===== src/rtl/seq_alu.sv =====
// seq_alu: iterative unsigned ADD/SUB/MUL/DIV/SQRT unit with valid/ready request and response.
// SQRT hardware is built only when SEQ_ALU_SQRT_EN is defined; otherwise opcode 100 is illegal.
module seq_alu #(
    parameter int WIDTH = 8
) (
    input  logic                 in_clk,
    input  logic                 in_rst_n,
    input  logic                 in_valid,
    output logic                 out_ready,
    input  logic [2:0]           in_op,
    input  logic [WIDTH-1:0]     in_a,
    input  logic [WIDTH-1:0]     in_b,
    output logic                 out_valid,
    input  logic                 in_ready,
    output logic [2*WIDTH-1:0]   out_result,
    output logic                 out_flag
);
    localparam int CW = $clog2(WIDTH);
    localparam int HW = WIDTH / 2;
    localparam int RW = HW + 2;

    localparam logic [2:0] OP_ADD  = 3'b000;
    localparam logic [2:0] OP_SUB  = 3'b001;
    localparam logic [2:0] OP_MUL  = 3'b010;
    localparam logic [2:0] OP_DIV  = 3'b011;
    localparam logic [2:0] OP_SQRT = 3'b100;

    typedef enum logic [1:0] {IDLE, RUN, DONE} state_t;

    state_t               state, state_nxt;
    logic [CW-1:0]        cnt, cnt_init;
    logic [2:0]           op_q;
    logic [WIDTH-1:0]     a_q, b_q;
    // {hi, lo}: MUL partial product / multiplier, DIV remainder / dividend-quotient, SQRT radicand in lo
    logic [2*WIDTH-1:0]   acc;
    logic                 run_ok;
    logic                 last;

    logic [WIDTH:0]       add_sum, sub_diff, mul_sum, div_sh;
    logic [2*WIDTH-1:0]   mul_nxt, div_nxt;
    logic                 div_ge;
    logic [WIDTH-1:0]     div_rem;
    logic [2*WIDTH-1:0]   run_res;
    logic                 run_flag;

`ifdef SEQ_ALU_SQRT_EN
    logic [RW-1:0]        sq_rem, sq_rem_n;
    logic [HW-1:0]        sq_root, sq_root_n;
    logic [RW+1:0]        sq_sh, sq_trial;
    logic                 sq_ge;
`endif

    assign out_ready = (state == IDLE);
    assign out_valid = (state == DONE);
    assign last      = (cnt == '0);

    // Which accepted requests need the datapath, and how many RUN cycles they take
    always_comb begin
        run_ok   = 1'b0;
        cnt_init = '0;
        case (in_op)
            OP_ADD, OP_SUB: run_ok = 1'b1;
            OP_MUL: begin
                run_ok   = 1'b1;
                cnt_init = CW'(WIDTH - 1);
            end
            OP_DIV: begin
                run_ok   = (in_b != '0);
                cnt_init = CW'(WIDTH - 1);
            end
`ifdef SEQ_ALU_SQRT_EN
            OP_SQRT: begin
                run_ok   = 1'b1;
                cnt_init = CW'(HW - 1);
            end
`endif
            default: ;
        endcase
    end

    always_comb begin
        state_nxt = state;
        case (state)
            IDLE: if (in_valid) state_nxt = run_ok ? RUN : DONE;
            RUN:  if (last) state_nxt = DONE;
            DONE: if (in_ready) state_nxt = IDLE;
            default: state_nxt = IDLE;
        endcase
    end

    always_ff @(posedge in_clk or negedge in_rst_n) begin
        if (!in_rst_n) state <= IDLE;
        else           state <= state_nxt;
    end

    // One step of each iterative algorithm on the registered operands
    always_comb begin
        add_sum  = {1'b0, a_q} + {1'b0, b_q};
        sub_diff = {1'b0, a_q} - {1'b0, b_q};
        mul_sum  = {1'b0, acc[2*WIDTH-1:WIDTH]} + (acc[0] ? {1'b0, a_q} : '0);
        mul_nxt  = {mul_sum, acc[WIDTH-1:1]};
        div_sh   = {acc[2*WIDTH-1:WIDTH], acc[WIDTH-1]};
        div_ge   = (div_sh >= {1'b0, b_q});
        div_rem  = div_ge ? WIDTH'(div_sh - {1'b0, b_q}) : div_sh[WIDTH-1:0];
        div_nxt  = {div_rem, acc[WIDTH-2:0], div_ge};
    end

`ifdef SEQ_ALU_SQRT_EN
    always_comb begin
        sq_sh     = {sq_rem, acc[WIDTH-1:WIDTH-2]};
        sq_trial  = (RW+2)'({sq_root, 2'b01});
        sq_ge     = (sq_sh >= sq_trial);
        sq_rem_n  = sq_ge ? RW'(sq_sh - sq_trial) : RW'(sq_sh);
        sq_root_n = {sq_root[HW-2:0], sq_ge};
    end
`endif

    always_comb begin
        run_res  = '0;
        run_flag = 1'b0;
        case (op_q)
            OP_ADD: begin
                run_res[WIDTH-1:0] = add_sum[WIDTH-1:0];
                run_flag           = add_sum[WIDTH];
            end
            OP_SUB: begin
                run_res[WIDTH-1:0] = sub_diff[WIDTH-1:0];
                run_flag           = sub_diff[WIDTH];
            end
            OP_MUL: run_res = mul_nxt;
            OP_DIV: run_res = div_nxt;
`ifdef SEQ_ALU_SQRT_EN
            OP_SQRT: begin
                run_res[HW-1:0]          = sq_root_n;
                run_res[2*WIDTH-1:WIDTH] = WIDTH'(sq_rem_n);
                run_flag                 = (sq_rem_n != '0);
            end
`endif
            default: ;
        endcase
    end

    always_ff @(posedge in_clk or negedge in_rst_n) begin
        if (!in_rst_n) begin
            cnt        <= '0;
            op_q       <= '0;
            a_q        <= '0;
            b_q        <= '0;
            acc        <= '0;
            out_result <= '0;
            out_flag   <= 1'b0;
`ifdef SEQ_ALU_SQRT_EN
            sq_rem     <= '0;
            sq_root    <= '0;
`endif
        end else begin
            case (state)
                IDLE: if (in_valid) begin
                    op_q <= in_op;
                    a_q  <= in_a;
                    b_q  <= in_b;
                    cnt  <= cnt_init;
                    acc  <= {{WIDTH{1'b0}}, (in_op == OP_MUL) ? in_b : in_a};
`ifdef SEQ_ALU_SQRT_EN
                    sq_rem  <= '0;
                    sq_root <= '0;
`endif
                    // Short-circuit results: divide-by-zero and illegal opcodes
                    if (!run_ok) begin
                        out_result <= (in_op == OP_DIV) ? {in_a, {WIDTH{1'b1}}} : '0;
                        out_flag   <= 1'b1;
                    end
                end
                RUN: begin
                    if (!last) cnt <= cnt - CW'(1);
                    case (op_q)
                        OP_MUL: acc <= mul_nxt;
                        OP_DIV: acc <= div_nxt;
`ifdef SEQ_ALU_SQRT_EN
                        OP_SQRT: begin
                            acc     <= {acc[2*WIDTH-1:WIDTH], acc[WIDTH-3:0], 2'b00};
                            sq_rem  <= sq_rem_n;
                            sq_root <= sq_root_n;
                        end
`endif
                        default: ;
                    endcase
                    if (last) begin
                        out_result <= run_res;
                        out_flag   <= run_flag;
                    end
                end
                default: ;
            endcase
        end
    end
endmodule


===== config.mk =====
export PLATFORM = sky130hd
export DESIGN_NAME = seq_alu
export DESIGN_NICKNAME = d
export VERILOG_FILES = /design/src/rtl/seq_alu.sv
export SDC_FILE = /design/constraint.sdc
export NUM_CORES = 1
export LEC_CHECK = 0
export ABC_AREA = 1
export BUFFER_PORTS_ARGS = -buffer_cell sky130_fd_sc_hd__buf_2
export CAP_MARGIN = 40
export CORE_AREA = 2 2 98 100
export CTS_BUF_LIST = sky130_fd_sc_hd__clkbuf_4 sky130_fd_sc_hd__clkbuf_8
export DETAILED_ROUTE_END_ITERATION = 8
export DIE_AREA = 0 0 100 102
export PLACE_DENSITY_LB_ADDON = 0.2
export SETUP_SLACK_MARGIN = 0.05
export SYNTH_ARGS = -nofsm -noshare
export SYNTH_HDL_FRONTEND = slang
export SYNTH_SLANG_ARGS = --single-unit
export TNS_END_PERCENT = 20

===== constraint.sdc =====
create_clock -name in_clk -period 4.8 [get_ports in_clk]
set_input_delay 0.24 -clock in_clk [delete_from_list [all_inputs] [get_ports in_clk]]
set_output_delay 0.24 -clock in_clk [all_outputs]
set_load 0.01 [all_outputs]

==> results of run 1 <==
[cells by family (layout without fill, tap and decap cells)]
| family | Yosys count | count (layout) | synth area share |
|---|---|---|---|
| AND/OR/NAND/NOR | 292 | 292 | 0.2854 |
| AO/OA/AOI/OAI | 124 | 124 | 0.1518 |
| buffers and inverters | 117 | 158 | 0.1058 |
| flip-flops | 57 | 57 | 0.3199 |
| adder cells (fa/ha/maj) | 38 | 38 | 0.1134 |
| XOR/XNOR | 7 | 7 | 0.01375 |
| multiplexers | 4 | 4 | 0.01010 |
[power groups by stage]
stage	clock network [W]	logic [W]	registers [W]
2_1_floorplan	0	0.00162	0.000868
3_3_place_gp	0	0.00214	0.000882
3_5_place_dp	0	0.00216	0.000892
4_1_cts	0.000506	0.00218	0.000883
5_1_grt	0.000524	0.00249	0.000915
6_report	0.000499	0.00219	0.000886
[layout by cell type (no fill, tap or decap), types with 3 or more instances in the layout]
cell type	Yosys	layout
ha_1	34	34
nor3_1	4	4
xor2_1	5	5
or2_2	3	3
o21ai_0	48	48
nand4_1	12	12
a31oi_1	3	3
inv_1	95	95
nor2_1	50	50
a21oi_1	51	51
dfrtp_1	57	57
inv_2	3	3
nand2_1	156	156
clkbuf_8	0	9
nor2_4	3	3
mux2_2	4	4
nand2_2	3	3
fa_1	4	4
clkinv_2	0	3
buf_2	7	41
nand3_1	55	55
o211ai_1	7	7
[how the worst max path moves through the flow]
stage | depth (start not counted) | slack [ns] | end
after floorplan | 14 | 2.67 | acc[13]
after global placement | 13 | 2.61 | acc[13]
after detailed placement | 13 | 2.57 | acc[13]
after CTS | 13 | 2.55 | acc[13]
after global routing | 13 | 2.27 | acc[13]
final | 13 | 2.54 | acc[13]
[final cells by class]
cell class / count / area, um2
Sequential cell: 57 / 1426
Clock inverter: 6 / 83.83
Clock buffer: 9 / 123.9
Timing Repair Buffer: 43 / 227.7
Tap cell: 111 / 138.9
Inverter: 100 / 380.4
Multi-Input combinational cell: 465 / 2561
Fill cell: 912 / 4167
[flip-flops by register name, indices dropped and copies added (netlist names)]
name        count
out_result     16
a_q             8
acc            16
b_q             8
out_flag        1
op_q            3
state           2
cnt             3
[critical path, cell delays in order, from the launching register on]
cell     delay, ns
dfrtp_1       0.49
nand2_1       0.08
inv_1         0.06
ha_1          0.16
inv_1         0.06
fa_1          0.39
o21ai_0       0.36
a21oi_1       0.15
inv_1         0.07
nand2_1       0.04
nand3_1       0.06
nand2_1       0.05
nand2_1       0.07
o21ai_0       0.08
[routing by layer]
| layer | part of all wire | up-vias | track usage |
|---|---|---|---|
| li1 | - | 2158 | - |
| met1 | 0.49 | 2052 | 0.3721 |
| met2 | 0.46 | 121 | 0.4215 |
| met3 | 0.044 | 10 | 0.03010 |
| met4 | 0.011 | 0 | 0.06849 |
| met5 | 0 | - | 0 |
[metrics by stage]
stage,hold WS [ns],cell area (um2),cells
after global placement,0.4372,4720,775
after global routing,0.1062,4942,791
after floorplan,-0.05559,4459,639
final,0.04399,4942,791
after detailed placement,0.4525,4735,776
after CTS,0.07957,4942,791
==> impl_summary.log, run 1 <==
[metrics] first-pass GRT wire length: 20.59 mm
[metrics] critical path data arrival time: 2.47 ns
[metrics] sequential-to-total area share from yosys stat: 0.3199
[metrics] EDFF count, synth: 0
[metrics] floorplan die area: 0.01020 mm2
[metrics] number of routed nets with antenna violations: 0
[metrics] Hold/Removal Path Class: input port to asynchronous set/reset pin
[metrics] utilization after layout: 0.5426
[metrics] crit path kind: flip-flop to flip-flop
[metrics] static leakage: between 2 and 3 nW
[metrics] dominant synthesized flop cell: dfrtp_1
[metrics] share of total power in sequential cells: 0.248
[metrics] library cell with the highest instance count after synthesis: nand2_1
[metrics] setup repair after global routing missed its margin: false
[metrics] final setup fails: 0
[metrics] Worst VDD drop: 376.2 uV
[metrics] Max-Cap Viols: 0
[metrics] cts repair resizes: 0
[metrics] fraction of final layout cells with drive strength greater than 1: 0.1206
[metrics] run status: complete, no violations
[metrics] final critical-path required period: 2.264 ns
[metrics] largest net degree at the start of global routing: 58
[metrics] portion of total power attributed to combinational logic: 0.612
[metrics] fraction of synthesis flops using an asynchronous set or reset pin: 1.000
[metrics] total clock buffers created by CTS: 9
[metrics] remaining design rule violation count: 0
[metrics] CP Data Required Time: 5.01 ns
[metrics] mean routed wirelength per cell: roughly 16 um
[metrics] net count after synthesis: 700
[metrics] port buffer count: 41
[metrics] DP Wirelength: 9.862 mm
[metrics] crit end category: flip-flop
[metrics] final critical-path setup slack: between 2 and 3 ns
[metrics] worst-case clock buffer depth: 2
[metrics] Internal Dissipation: 0.001758 W
[metrics] total via count after detailed routing: 4341
[metrics] Reg2Reg Launch Point: acc[0]
[metrics] pwr dens: 723.0 mW/mm2
[metrics] # Post-CTS Setup Buffers: 0
[metrics] Place WS: 2.568 ns
[metrics] H-tree depth: 3
[metrics] clock slew at reported path FFs: 0.08 ns
[metrics] proportion of power drawn by the clock network: 0.140
[metrics] switching fraction of total power: 0.5080
[metrics] Total Wirelength: ~12 mm
[metrics] final clock period utilization by the worst path: 0.4716
[metrics] Distinct cells, synth: 38
[metrics] worst-path fanout max: 10
[metrics] FF-to-FF End: acc[13]
[metrics] number of hold violations in the final report: 0
[metrics] layout-stage area growth over the synthesis result: 10.83%
[metrics] Critical path origin: acc[0]
[metrics] cells taking the most area after synthesis: dfrtp_1, nand2_1, ha_1, inv_1, nand3_1
[metrics] Synth top area share: 0.3199
[metrics] clock insertion delay at the later pin of the skew report: 0.34 ns
[metrics] die width: around 100 um
[metrics] total negative setup slack: 0 ns
[metrics] Synth Warn #: 0
[metrics] net total in the final layout: 737
[metrics] pin slew with the least headroom to its limit: between 0.7 and 0.8 ns
[metrics] number of instances in the synthesized netlist: between 600 and 700
[metrics] number of antenna violations at the first check in global routing: 0
[metrics] largest area contributor in the synthesized netlist: dfrtp_1
[metrics] r2r worst-path depth: 13
[metrics] CTS hold repair buffers: 0
[metrics] Ant. Diodes: 0
[metrics] Starting DRT DRC Count: 230
[metrics] Chip Height: about 100 um
[metrics] Max Clock Skew: 0.009221 ns
[metrics] starting utilization of the core area: 0.4896
[metrics] Seq cells post-synth: 57
[metrics] critical path launch point type: flip-flop
[metrics] per-instance average area after synthesis: 6.979 um2
[metrics] Max Slew Vio Count: 0
[metrics] minimum setup slack among reg-to-reg paths: 2.54 ns
[metrics] overflow left after global routing: 0
[metrics] global router's overall resource usage: 0.2597
[metrics] power dissipated by switching net loads: 0.001815 W
[metrics] count of TritonRoute iterations in the first routing pass: 5
[metrics] I/O pin count: between 40 and 50
[metrics] ratio of routed vias to standard cells: approximately 5.5
[metrics] Routability Congestion: approximately 0.98
[metrics] Synth Cell Area: approximately 0.0045 mm2
[metrics] cell at the root of the clock tree: clkbuf_8
[metrics] commonest cells in the synthesized netlist: nand2_1, inv_1, dfrtp_1
[metrics] number of rows created at floorplan: 35
[metrics] power after layout: 0.003573 W
[metrics] clk sinks: 57
[metrics] f_max: 0.4418 GHz
[metrics] area of the core region: around 0.0091 mm2
[metrics] CTS tree: done
[metrics] number of global-route vias before repair: 4135
[metrics] Max-Slew Margin vs Limit: 0.5014
Power figures use the tool's default switching activity.
==> run 2, diff against run 1 <==
Settings changed: ABC_AREA 1 to 0, CORE_AREA 2 2 98 100 to 2 2 96 98, DIE_AREA 0 0 100 102 to 0 0 98 100.
Clock period 4.8 ns to 2 ns, I/O delays scaled along.
==> run 2 against run 1 <==
  * Largest cell class unchanged
  * Largest power group unchanged
  * Sequential power rose by 140%
  * First-iteration DRC count rose by 64%
  * Cell area rose by 14%
  * Routed wire length rose by 11%
  * Highest routed layer unchanged
  * Combinational power rose to 3.4 times the previous value
  * Core utilization rose by 9.2 points
  * Worst setup slack got worse by 2.8 ns
  * Critical path depth fell by 5
  * The flow now finishes with violations (negative setup slack)
==> impl_summary.log, run 2 <==
[metrics] clk sinks: 57 (unchanged)
[metrics] clock slew at reported path FFs: 0.08 ns (about the same)
[metrics] total via count after detailed routing: 4339 (-0.046%)
[metrics] largest area contributor in the synthesized netlist: dfrtp_1
[metrics] mean routed wirelength per cell: 18.33 um (+17%)
[metrics] total negative setup slack: -3.343 ns (-3.343 ns)
[metrics] Reg2Reg Launch Point: acc[8]
[metrics] CP Data Required Time: 2.20 ns (-2.81 ns)
[metrics] fraction of synthesis flops using an asynchronous set or reset pin: 1.000 (unchanged)
[metrics] Chip Height: 100 um (-2.0%)
[metrics] number of routed nets with antenna violations: 0 (unchanged)
[metrics] Max Slew Vio Count: 0 (unchanged)
[metrics] Synth top area share: 0.3350 (+0.01513)
[metrics] critical path launch point type: flip-flop
[metrics] largest net degree at the start of global routing: 58 (unchanged)
[metrics] Crit path max-delay family: compound AO/OA/AOI/OAI gates
[metrics] xor/xnor share of the synthesized area: 0.03291 (+0.01916)
[metrics] final hold slack: 0.01123 ns (-0.03276 ns)
[metrics] die width: 98 um (-2.0%)
[metrics] Top Registers: acc x16, out_result x16
[metrics] Worst path max stage delay: 0.43 ns (-0.06 ns)
[metrics] number of rows created at floorplan: 35 (unchanged)
[metrics] Distinct cells, synth: 59 (+55%)
[metrics] minimum setup slack among reg-to-reg paths: -0.26 ns (-2.80 ns)
[metrics] FF-to-FF End: out_result[11]
[metrics] combinational family with the most area after synthesis: compound AO/OA/AOI/OAI gates
[metrics] area of the core region: 0.008890 mm2 (-2.4%)
[metrics] cell-by-cell listing of the critical path: ha_1 > a21oi_1 > o21a_2 > o211ai_4 > buf_4 > mux2_4 > a22oi_2 > a31oi_1
[metrics] ratio of routed vias to standard cells: 5.762 (+5.0%)
[metrics] remaining design rule violation count: 0 (unchanged)
[metrics] crit end category: flip-flop
[metrics] CTS tree: done
[metrics] r2r worst-path depth: 8 (-5)
[metrics] pin slew with the least headroom to its limit: 0.6483 ns (-0.09966 ns)
[metrics] fraction of final layout cells with drive strength greater than 1: 0.3084 (+0.1878)
[metrics] proportion of power drawn by the clock network: 0.105 (-0.035)
[metrics] power dissipated by switching net loads: 0.004862 W (+170%)
[metrics] footprint of the multi-input gates: 0.002831 mm2 (+11%)
[metrics] crit path kind: flip-flop to flip-flop
[metrics] cells taking the most area after synthesis: dfrtp_1, ha_1, nand2_1, a21oi_1, nor2_1
[metrics] net total in the final layout: 698 (-5.3%)
[metrics] Synth Warn #: 0 (unchanged)
[metrics] pwr dens: 1902 mW/mm2 (+160%)
[metrics] switching fraction of total power: 0.4534 (-0.05458)
[metrics] count of TritonRoute iterations in the first routing pass: 7 (+2)
[metrics] number of global-route vias before repair: 4281 (+3.5%)
[metrics] layout-stage area growth over the synthesis result: 32.44%
[metrics] DP Wirelength: 10.54 mm (+6.9%)
[metrics] port buffer count: 41 (unchanged)
[metrics] starting utilization of the core area: 0.4790 (-0.01060)
[metrics] portion of total power attributed to combinational logic: 0.694 (+0.082)
[metrics] library cell with the highest instance count after synthesis: nand2_1
[metrics] static leakage: 2.748 nW (+1.8%)
[metrics] instance count along the most critical hold path: 3
[metrics] setup repair after global routing missed its margin: true
[metrics] Worst VDD drop: 788.5 uV (+110%)
[metrics] Hold/Removal Path Class: input port to flip-flop
[metrics] number of hold violations in the final report: 0 (unchanged)
[metrics] sequential-to-total area share from yosys stat: 0.3350 (+0.01513)
[metrics] H-tree depth: 3 (unchanged)
[metrics] standard cell with the maximum stage delay on the critical path: dfrtp_1
[metrics] hold worst-path end: op_q[0]
[metrics] worst-path fanout max: 6 (-4)
[metrics] Max-Cap Viols: 0 (unchanged)
[metrics] start point of the worst hold path: in_op[0]
[metrics] Compound-Gate Fraction of Synth Area: 0.2072 (+0.05537)
[metrics] total clock buffers created by CTS: 9 (unchanged)
[metrics] Max Clock Skew: 0.01253 ns (+0.003307 ns)
[metrics] cell at the root of the clock tree: clkbuf_8
[metrics] final setup fails: 24 (+24)
[metrics] violated checks: negative setup slack
[metrics] number of instances in the synthesized netlist: 514 (-20%)
[metrics] area post-placement: 0.005190 mm2 (+9.6%)
[metrics] floorplan die area: 0.009800 mm2 (-3.9%)
[metrics] Seq cells post-synth: 57 (unchanged)
[metrics] Sequential Area: 0.001428 mm2 (about the same)
[metrics] number of antenna violations at the first check in global routing: 0 (unchanged)
[metrics] Starting DRT DRC Count: 377 (+64%)
[metrics] most common cell after layout, fill and taps aside: nand2_1
[metrics] share of total power in sequential cells: 0.201 (-0.047)
[metrics] Internal Dissipation: 0.005862 W (+230%)
[metrics] run status: finished, violations left
[metrics] net count after synthesis: 575 (-18%)
[metrics] I/O pin count: 42 (unchanged)
[metrics] fillcell total: 763 (-16%)
[metrics] Max-Slew Margin vs Limit: 0.5662 (+0.06484)
[metrics] commonest cells in the synthesized netlist: nand2_1, dfrtp_1, a21oi_1
[metrics] Ant. Diodes: 0 (unchanged)
[metrics] first-pass GRT wire length: 22.17 mm (+7.7%)
[metrics] final critical-path required period: 2.263 ns (-0.0009450 ns)
[metrics] Crit path buffers/inverters: 1 (-2)
[metrics] EDFF count, synth: 0 (unchanged)
[metrics] Synth Cell Area: 0.004258 mm2 (-4.5%)
[metrics] per-instance average area after synthesis: 8.284 um2 (+19%)
[metrics] Total Wirelength: 13.81 mm (+11%)
[metrics] area share of fa/ha/maj cells after synthesis: 0.1187 (+0.005363)
[metrics] final design area excluding fillers: 0.005639 mm2 (+14%)
[metrics] worst-case clock buffer depth: 2 (unchanged)
[metrics] critical path data arrival time: 2.47 ns (about the same)
[metrics] global router's overall resource usage: 0.2898 (+0.03002)
[metrics] commonest cells after routing, fill and taps aside: nand2_1, buf_4, dfrtp_1
[metrics] overflow left after global routing: 0 (unchanged)
[metrics] final clock period utilization by the worst path: 1.131 (+0.6597)
[metrics] final critical-path setup slack: -0.2626 ns (-2.799 ns)
[metrics] dominant synthesized flop cell: dfrtp_1
[metrics] Routability Congestion: 0.9363 (-4.0%)
[metrics] area fraction in and, or, nand and nor cells after synthesis: 0.2007 (-0.08465)
[metrics] multiplexer share of the synthesized area: 0.05848 (+0.04838)
[metrics] clock insertion delay at the later pin of the skew report: 0.34 ns (about the same)
[metrics] f_max: 0.4420 GHz (about the same)
-- run 2: cell types whose count changed after synthesis, sizes merged, moves of 14 or more --
cell | previous run | this run
nor2 | 56 | 42
nand2 | 160 | 103
mux2i | 0 | 14
nand3 | 55 | 7
inv | 100 | 24
-- run 2: worst register-to-register path, cell delays in order, from the launching register on --
cell and delay (ns):
dfrtp_1 0.43, ha_1 0.34, a21oi_1 0.09, o21a_2 0.22, o211ai_4 0.25, buf_4 0.17
mux2_4 0.30, a22oi_2 0.23, a31oi_1 0.12
-- run 2: stage by stage --
stage,power [W],setup WS [ns],utilization,cells
floorplan,0.006270,-0.1330,-,514
global placement,0.008664,-0.2402,0.5825,724
detailed placement,0.008862,-0.3061,0.5838,725
CTS,0.01044,-0.2583,0.6273,753
global route,0.01149,-0.3453,0.6343,753
finish,0.01072,-0.2626,0.6343,753
-- run 2: cell type report --
cell class,instances,share of cell area
inverters,24,0.01598
clock buffers,11,0.02574
repair buffers,135,0.1686
clock inverters,5,0.009763
multi-input cells,410,0.5021
well taps,111,0.02463
flip-flops and latches,57,0.2532
-- run 2: cells by family (layout without fill, tap and decap cells) --
kind of cell | count (synthesis) | in the layout
simple gates | 196 | 196
compound gates | 138 | 138
flops | 57 | 57
buf+inv | 47 | 175
fa+ha+maj | 38 | 38
mux | 22 | 22
xor+xnor | 16 | 16
-- run 2: worst max path at each step --
| stage | start | end | slack (ns) | depth (start not counted) |
|---|---|---|---|---|
| after floorplan | a_q[0] | out_result[6] | -0.13 | 11 |
| after global placement | acc[7] | out_result[14] | -0.24 | 11 |
| after detailed placement | b_q[3] | out_result[14] | -0.31 | 9 |
| after CTS | acc[7] | out_result[14] | -0.26 | 11 |
| after global routing | acc[7] | out_result[14] | -0.35 | 11 |
| final | acc[8] | out_result[11] | -0.26 | 8 |
-- run 2: repair_timing --
item                                    in CTS  in global routing
buffers inserted                             7                  1
resized for setup                           20                 16
pin swaps                                   18                 13
endpoints found under the setup margin      25                 26
hold endpoints to repair                    61                  0
hold buffers                                 5                  0
-- run 2: power groups by stage --
stage / Sequential, W / Combinational, W / Clock [W]
detailed placement: 0.00214 / 0.00673 / 0
finish: 0.00215 / 0.00745 / 0.00112
global placement: 0.00212 / 0.00655 / 0
floorplan: 0.00210 / 0.00417 / 0
CTS: 0.00213 / 0.00717 / 0.00114
global route: 0.00222 / 0.00808 / 0.00119
-- run 2: layer usage --
metal,vias to the layer above,track usage,share of wire
met3,37,0.03552,0.065
met2,174,0.4737,0.47
met4,0,0.1154,0.029
met5,-,0,0
met1,2092,0.3945,0.43
li1,2036,-,-
==> run 3, diff against run 2 <==
Settings changed: BUFFER_PORTS_ARGS -buffer_cell sky130_fd_sc_hd__buf_2 to not set, DONT_BUFFER_PORTS set to 1.
==> run 3 against run 2 <==
  * The flow still finishes with violations (negative setup slack)
  * Sequential share of layout area grew 0.10 points
  * Clock skew up 0.00051 ns
  * Largest power group unchanged
  * Clock-buffer cell count fell by 1
  * Critical path depth rose by 3
  * Critical endpoint is now out_result[15]
  * Register-to-register slack improved by 0.03 ns
==> impl_summary.log, run 3 (synthesis gave the netlist of run 2 again) <==
[metrics] run status: finished, violations left
[metrics] violated checks: negative setup slack
[metrics] clock insertion delay at the later pin of the skew report: 0.34 ns (about the same)
[metrics] Max Slew Vio Count: 0 (unchanged)
[metrics] count of TritonRoute iterations in the first routing pass: 5 (-2)
[metrics] crit path kind: flip-flop to flip-flop
[metrics] number of routed nets with antenna violations: 0 (unchanged)
[metrics] net total in the final layout: 675 (-3.3%)
[metrics] final clock period utilization by the worst path: 1.116 (-0.01558)
[metrics] Max-Slew Margin vs Limit: 0.6277 (+0.06152)
[metrics] layout-stage area growth over the synthesis result: 31.91%
[metrics] DP Wirelength: 10.33 mm (-2.0%)
[metrics] CTS tree: done
[metrics] f_max: 0.4481 GHz (+1.4%)
[metrics] commonest cells after routing, fill and taps aside: nand2_1, buf_4, dfrtp_1
[metrics] static leakage: 2.657 nW (-3.3%)
[metrics] setup repair after global routing missed its margin: true
[metrics] overflow left after global routing: 0 (unchanged)
[metrics] floorplan die area: 0.009800 mm2 (unchanged)
[metrics] instance count along the most critical hold path: 4 (+1)
[metrics] Max Clock Skew: 0.01304 ns (+0.0005071 ns)
[metrics] first-pass GRT wire length: 22.28 mm (+0.50%)
[metrics] Critical path origin: acc[0]
[metrics] final critical-path setup slack: -0.2314 ns (+0.03115 ns)
[metrics] Reg2Reg Launch Point: acc[0]
[metrics] Routability Congestion: 0.9319 (-0.47%)
[metrics] final critical-path required period: 2.231 ns (-0.03115 ns)
[metrics] FF-to-FF End: out_result[15]
[metrics] worst-path fanout max: 2 (-4)
[metrics] total via count after detailed routing: 4217 (-2.8%)
[metrics] clock slew at reported path FFs: 0.08 ns (about the same)
[metrics] Total Wirelength: 13.93 mm (+0.91%)
[metrics] total clock buffers created by CTS: 9 (unchanged)
[metrics] most common cell after layout, fill and taps aside: nand2_1
[metrics] Worst VDD drop: 763.0 uV (-3.2%)
[metrics] global router's overall resource usage: 0.2948 (+0.005045)
[metrics] critical path data arrival time: 2.50 ns (+0.03 ns)
[metrics] mean routed wirelength per cell: 19.11 um (+4.2%)
[metrics] critical path launch point type: flip-flop
[metrics] Max-Cap Viols: 0 (unchanged)
[metrics] ratio of routed vias to standard cells: 5.785 (+0.39%)
[metrics] Chip Height: 100 um (unchanged)
[metrics] I/O pin count: 42 (unchanged)
[metrics] hold worst-path end: acc[4]
[metrics] remaining design rule violation count: 0 (unchanged)
[metrics] Ant. Diodes: 0 (unchanged)
[metrics] Place WS: -0.2895 ns (+0.01658 ns)
[metrics] H-tree depth: 3 (unchanged)
[metrics] pin slew with the least headroom to its limit: 0.5564 ns (-0.09194 ns)
[metrics] crit end category: flip-flop
[metrics] r2r worst-path depth: 11 (+3)
[metrics] number of hold violations in the final report: 0 (unchanged)
[metrics] area of the core region: 0.008890 mm2 (unchanged)
[metrics] number of global-route vias before repair: 4272 (-0.21%)
[metrics] fraction of final layout cells with drive strength greater than 1: 0.2589 (-0.04951)
[metrics] worst-case clock buffer depth: 2 (unchanged)
[metrics] die width: 98 um (unchanged)
[metrics] Hold/Removal Path Class: input port to flip-flop
[metrics] Top Registers: acc x16, out_result x16
[metrics] starting utilization of the core area: 0.4790 (unchanged)
[metrics] minimum setup slack among reg-to-reg paths: -0.23 ns (+0.03 ns)
[metrics] port buffer count: 0 (-100%)
[metrics] final setup fails: 21 (-13%)
[metrics] largest net degree at the start of global routing: 58 (unchanged)
[metrics] start point of the worst hold path: in_a[4]
[metrics] CP Data Required Time: 2.27 ns (+0.07 ns)
[metrics] clk sinks: 57 (unchanged)
[metrics] Starting DRT DRC Count: 284 (-25%)
[metrics] total negative setup slack: -2.900 ns (+0.4426 ns)
[metrics] cell at the root of the clock tree: clkbuf_8
[metrics] number of rows created at floorplan: 35 (unchanged)
[metrics] number of antenna violations at the first check in global routing: 0 (unchanged)
[metrics] pwr dens: 1848 mW/mm2 (-2.8%)
==> run 3: critical path, cell delays in order, from the launching register on <==
cell and delay (ns):
dfrtp_1 0.37, and2_1 0.15, ha_2 0.19, inv_1 0.06
fa_2 0.37, nand2b_4 0.16, a21oi_2 0.13, a211oi_2 0.06
o21ai_1 0.13, o311ai_1 0.11, a211o_1 0.30, a21oi_2 0.12
==> run 3: layout make-up <==
type	instances	area, um2
fillers	756	3273
flip-flops and latches	57	1428
well taps	111	138.9
clock buffers	10	131.4
clock inverters	5	57.56
multi-input cells	410	2844
repair buffers	112	927.1
inverters	24	90.09
==> run 3: how the worst max path moves through the flow <==
stage	endpoint	slack [ns]	cells after the start
floorplan	out_result[6]	-0.13	11
global placement	out_result[14]	-0.24	11
detailed placement	out_result[9]	-0.29	8
CTS	out_result[14]	-0.24	11
global route	out_result[15]	-0.35	11
finish	out_result[15]	-0.23	11
==> run 3: power breakdown <==
group          internal [W]  switching (W)  total (W)
Sequential          0.00167       0.000623    0.00229
Combinational       0.00337        0.00363    0.00700
Clock              0.000580       0.000504    0.00108
==> run 3: routing by layer <==
metal | vias to the layer above | GRT usage | part of all wire
met5 | - | 0 | 0
met4 | 0 | 0.1079 | 0.026
met3 | 32 | 0.05710 | 0.072
met2 | 172 | 0.4773 | 0.47
met1 | 2028 | 0.3959 | 0.44
li1 | 1985 | - | -
==> run 3: through the flow <==
| stage | hold WS [ns] | cells | power [W] | area, um2 | utilization |
|---|---|---|---|---|---|
| after CTS | 0.05887 | 727 | 0.01002 | 5530 | 0.6221 |
| final | 0.06094 | 729 | 0.01038 | 5617 | 0.6318 |
| after detailed placement | -0.1936 | 686 | 0.008564 | 4984 | 0.5606 |
| after global placement | -0.1937 | 686 | 0.008442 | 4984 | 0.5606 |
| after global routing | 0.09369 | 729 | 0.01117 | 5617 | 0.6318 |
| after floorplan | -0.1956 | 514 | 0.006270 | 4332 | - |
==> run 3: what timing repair did <==
item,CTS,global route
setup endpoints to repair,25,26
gates resized for setup,20,17
hold buffers,23,0
pin swaps,12,12
hold endpoints to repair,86,0
setup buffers,3,2
gates cloned,0,0
